`config.mk`:
```
export PLATFORM = sky130hd
export DESIGN_NAME = plic_gateway
export DESIGN_NICKNAME = d
export VERILOG_FILES = /design/src/rtl/plic_gateway.sv
export SDC_FILE = /design/constraint.sdc
export NUM_CORES = 1
export LEC_CHECK = 0
export ABC_AREA = 1
export CAP_MARGIN = 20
export CORE_AREA = 2 2 306 338
export DETAILED_ROUTE_END_ITERATION = 7
export DIE_AREA = 0 0 308 340
export GPL_ROUTABILITY_DRIVEN = 1
export PLACE_DENSITY = 0.5
export SYNTH_ARGS = -nofsm -noshare
export SYNTH_HDL_FRONTEND = slang
export SYNTH_SLANG_ARGS = --single-unit
```
`constraint.sdc`:
```
create_clock -name i_clk -period 1.9 [get_ports i_clk]
set_input_delay 0.38 -clock i_clk [delete_from_list [all_inputs] [get_ports i_clk]]
set_output_delay 0.38 -clock i_clk [all_outputs]
set_load 0.02 [all_outputs]
```
`src/rtl/plic_gateway.sv`:
```
// Interrupt gateway between raw source lines and the PLIC core.
// Each source has a synchronizer, a single-bit edge deferral and an IDLE/PENDING/IN_SERVICE tracker.
module plic_gateway #(
  parameter int irqmax = 73
) (
  input  logic              i_clk,
  input  logic              i_nrst,
  input  logic [irqmax-1:0] i_irq,
  input  logic [irqmax-1:0] i_edge_mode,
  input  logic              i_claim_valid,
  input  logic [9:0]        i_claim_id,
  input  logic              i_complete_valid,
  input  logic [9:0]        i_complete_id,
  output logic [irqmax-1:0] o_pending,
  output logic [irqmax-1:0] o_in_service
);

  typedef enum logic [1:0] {
    ST_IDLE       = 2'd0,
    ST_PENDING    = 2'd1,
    ST_IN_SERVICE = 2'd2
  } state_e;

  // Source 0 is hardwired off; its input bits are deliberately dropped.
  logic w_unused;
  assign w_unused = &{1'b0, i_irq[0], i_edge_mode[0]};

  assign o_pending[0]    = 1'b0;
  assign o_in_service[0] = 1'b0;

  logic [irqmax-1:1] r_s1, r_s2, r_s3;

  always_ff @(posedge i_clk or negedge i_nrst) begin
    if (!i_nrst) begin
      r_s1 <= '0;
      r_s2 <= '0;
      r_s3 <= '0;
    end else begin
      r_s1 <= i_irq[irqmax-1:1];
      r_s2 <= r_s1;
      r_s3 <= r_s2;
    end
  end

  for (genvar k = 1; k < irqmax; k++) begin : g_src
    localparam logic [9:0] SRC_ID = 10'(k);

    state_e r_state, w_state_nxt;
    logic   r_deferred, w_deferred_nxt;
    logic   r_pend, r_insvc;
    logic   w_rise, w_request, w_claim_hit, w_complete_hit;

    assign w_rise         = r_s2[k] & ~r_s3[k];
    assign w_request      = i_edge_mode[k] ? (w_rise | r_deferred) : r_s2[k];
    assign w_claim_hit    = i_claim_valid & (i_claim_id == SRC_ID);
    assign w_complete_hit = i_complete_valid & (i_complete_id == SRC_ID);

    always_comb begin
      w_state_nxt    = r_state;
      w_deferred_nxt = r_deferred;
      case (r_state)
        ST_IDLE: begin
          if (w_request) begin
            w_state_nxt    = ST_PENDING;
            w_deferred_nxt = 1'b0;
          end
        end
        ST_PENDING: begin
          // A rise while merely pending merges; only one racing the claim is remembered.
          if (w_claim_hit) begin
            w_state_nxt    = ST_IN_SERVICE;
            w_deferred_nxt = r_deferred | w_rise;
          end
        end
        ST_IN_SERVICE: begin
          if (w_complete_hit) begin
            w_state_nxt    = w_request ? ST_PENDING : ST_IDLE;
            w_deferred_nxt = 1'b0;
          end else begin
            w_deferred_nxt = r_deferred | w_rise;
          end
        end
        default: begin
          w_state_nxt    = ST_IDLE;
          w_deferred_nxt = 1'b0;
        end
      endcase
      if (!i_edge_mode[k]) w_deferred_nxt = 1'b0;
    end

    always_ff @(posedge i_clk or negedge i_nrst) begin
      if (!i_nrst) begin
        r_state    <= ST_IDLE;
        r_deferred <= 1'b0;
        r_pend     <= 1'b0;
        r_insvc    <= 1'b0;
      end else begin
        r_state    <= w_state_nxt;
        r_deferred <= w_deferred_nxt;
        r_pend     <= (r_state == ST_PENDING);
        r_insvc    <= (r_state == ST_IN_SERVICE);
      end
    end

    assign o_pending[k]    = r_pend;
    assign o_in_service[k] = r_insvc;
  end

endmodule

```
==> impl_metrics.toml <==
[clocking]
cts-root-buf = "clkbuf_16"
htree_num_levels = 3
clkLatencyLatePin_ns = 0.64
cts_tree = "done"
cts_sinks = 576
cts_made_buffers = 71
cts_max_path_buffers = 3
post-cts-setup-buffers = 0
path_clk_slew_ns = 0.06

[synth]
yosysMostFrequentCell = "nand2_1"
synth-edff-count = 0
synth.cell_area_um2 = 30100
yosysUniqueCellTypes = 23
ys_top_cells_by_area = "dfrtp_1, nand2_1, ha_1, inv_1, nand3_1"
synth_flop_cell = "dfrtp_1"
yosysTopAreaCell = "dfrtp_1"
yosys_warnings = 0
synth-seq-cells = 576
synth_common_cells = "nand2_1, dfrtp_1, inv_1, nand3_1, ha_1"
async_reset_ff_frac = 1.00
yosys.area.top_type_share = 0.478
syn_avg_cell_area_um2 = 8.25
ys_seq_area_frac = 0.478
synth_cells = 3654

[setup_path]
required_ns = 1.52
worstPathCellList = "dlygate4sd2_1"
path_max_fanout = 1
start_kind = "flop"
critPathKind = "flop to output pin"
cp.depth = 1
critPathMaxStageDelay_ns = 0.41
cp.arrival_ns = 1.42
rr_worst_depth = 6
slowest_stage = "dfrtp_1"
worstSetupEndpointType = "output pin"
crit_family = "flip-flops"
cp.buffers_inverters = 1

[floorplan]
fp.dieW_um = 308
rows = 123
io_pins = 316
initial_utilization = 0.297
die_h_um = 340
core-area_um2 = 102000
fp.dieArea_um2 = 105000

[timing]
rsz0062_at_grt = "false"
clock_skew_ns = 0.0208
min_period_over_period = 0.947
worst_pin_slew_ns = 0.508
tns_ns = 0
min_period_ns = 1.80
final-setup-viol-count = 0
timing.fmax_mhz = 556
slew_viol_final = 0
hold_viol = 0
max-slew-margin-rel = 0.661
setup_slack_ns = 0.100

[global_route]
grt_overflow = 0
grtUsageTotal = 0.154
grt_pass1_wl_um = 124000
antenna_found_initial = 9
grt_start_max_net_pins = 90
first_global_vias = 22355

[final_layout]
regArea_um2 = 14400
fin_nets = 4427
area_delta_synth_final_pct = 22.8
num_antenna_cells = 0
fillers = 10424
layout-drive-gt1-share = 0.0693
multi_input_area_um2 = 12500
final_cell_area_um2 = 37000

[pwr]
finalPower_mw = 51.1
p_comb_frac = 0.380
ir_drop_v = 0.000765
p_sw_frac = 0.392
pwr-share-seq = 0.349
power_switching_mw = 20.0
power.internal_mw = 31.1
powerDensity_nw_per_um2 = 1380
p_clk_frac = 0.271
leakage_nw = 20.2

[worst_hold_path]
holdCritPathClass = "primary input to flop"
min_path_cells = 1

[routing]
vias_per_cell = 4.25
postRouteAntennaNets = 0
first_pass_iters = 4
vias = 22674
wirelength_um = 79100
drc = 0
wl_per_cell_um = 14.8
drt-initial-drc-count = 1070

[place]
dpl_cell_area_um2 = 34800
post-place-ws_ns = -0.337
io_buffers = 311
dp_hpwl_um = 60500
gp_congestion = 0.834

[job]
max_cap_violations = 0

[outcome]
status = "completed"
==> placed cells by master, fill, tap and decap left out, drive strengths merged, types with 7 or more instances in the layout <==
master         count
nand4             22
or2                7
ha               288
inv              537
clkdlybuf4s50    166
a21oi            135
clkbuf           105
buf               91
clkinv            13
nor2             221
o21ai             33
dlygate4sd2      143
nand2           1313
dfrtp            576
nand3            355
o211ai             7
==> layer usage <==
layer / global-route usage / wire [um] / vias to the layer above / part of all wire
met5: 0 / 76 / - / 0.00096
met4: 0.0434 / 1550 / 12 / 0.020
met3: 0.0326 / 3920 / 107 / 0.049
met2: 0.260 / 37800 / 346 / 0.48
met1: 0.198 / 35800 / 10494 / 0.45
li1: - / - / 11715 / -
==> layout make-up <==
cell class	instances	area share
multi-input combinational	2384	0.337
timing repair buffer	402	0.110
inverter	534	0.0541
clock inverter	23	0.00632
sequential	576	0.389
tap	1312	0.0443
clock buffer	105	0.0581
==> cells by family (layout without fill, tap and decap cells) <==
kind of cell               Yosys count  count (layout)  synth area share
and+or+nand+nor                   1918            1918             0.264
buffers and inverters              695            1064             0.108
DFF                                576             576             0.478
adders and majority gates          288             288             0.120
AOI/OAI and AO/OA                  176             176            0.0299
other                                1               2          0.000124
==> sequential cells by signal, summed over array words and instances, names as in the netlist <==
signal            count
g_src.r_state       144
g_src.r_insvc        72
g_src.r_deferred     72
r_s3                 72
g_src.r_pend         72
r_s2                 72
r_s1                 72
==> power groups by stage <==
| stage | clock [mW] | sequential (mW) | combinational [mW] |
|---|---|---|---|
| CTS | 14.4 | 17.9 | 19.8 |
| global placement | 0 | 18.1 | 20.5 |
| finish | 13.8 | 17.8 | 19.4 |
| detailed placement | 0 | 18.1 | 20.6 |
| floorplan | 0 | 17.1 | 15.9 |
| global route | 14.9 | 18.3 | 22.6 |
==> metrics by stage <==
stage | utilization | hold WS, ns | cells
2_1_floorplan | - | 0.0844 | 3655
3_3_place_gp | 0.343 | 0.294 | 5207
3_5_place_dp | 0.343 | 0.297 | 5207
4_1_cts | 0.364 | 0.118 | 5336
5_1_grt | 0.364 | 0.153 | 5336
6_report | 0.364 | 0.178 | 5336
==> final timing paths <==
path,from,slack [ns],endpoint
worst max-delay path,g_src[7].r_insvc$_DFF_PN0_,0.10,o_in_service[7]
worst min-delay path,i_irq[44],0.18,r_s1[44]$_DFF_PN0_
worst max register to register,g_src[67].r_state[0]$_DFFE_PN0P_,0.55,g_src[67].r_deferred$_DFFE_PN0P_
worst min register to register,r_s1[60]$_DFF_PN0_,0.34,r_s2[60]$_DFF_PN0_
max in group asynchronous,i_nrst,0.86,g_src[36].r_state[1]$_DFFE_PN0P_
min in group asynchronous,i_nrst,0.23,r_s1[43]$_DFF_PN0_
==> timing repair <==
action                                  4_1_cts  5_1_grt
endpoints found under the setup margin      144        1
gates resized for setup                     144        1
endpoints found under the hold margin       267        0
hold buffers                                  1        0
No activity file was read; power rests on OpenSTA's default activity.
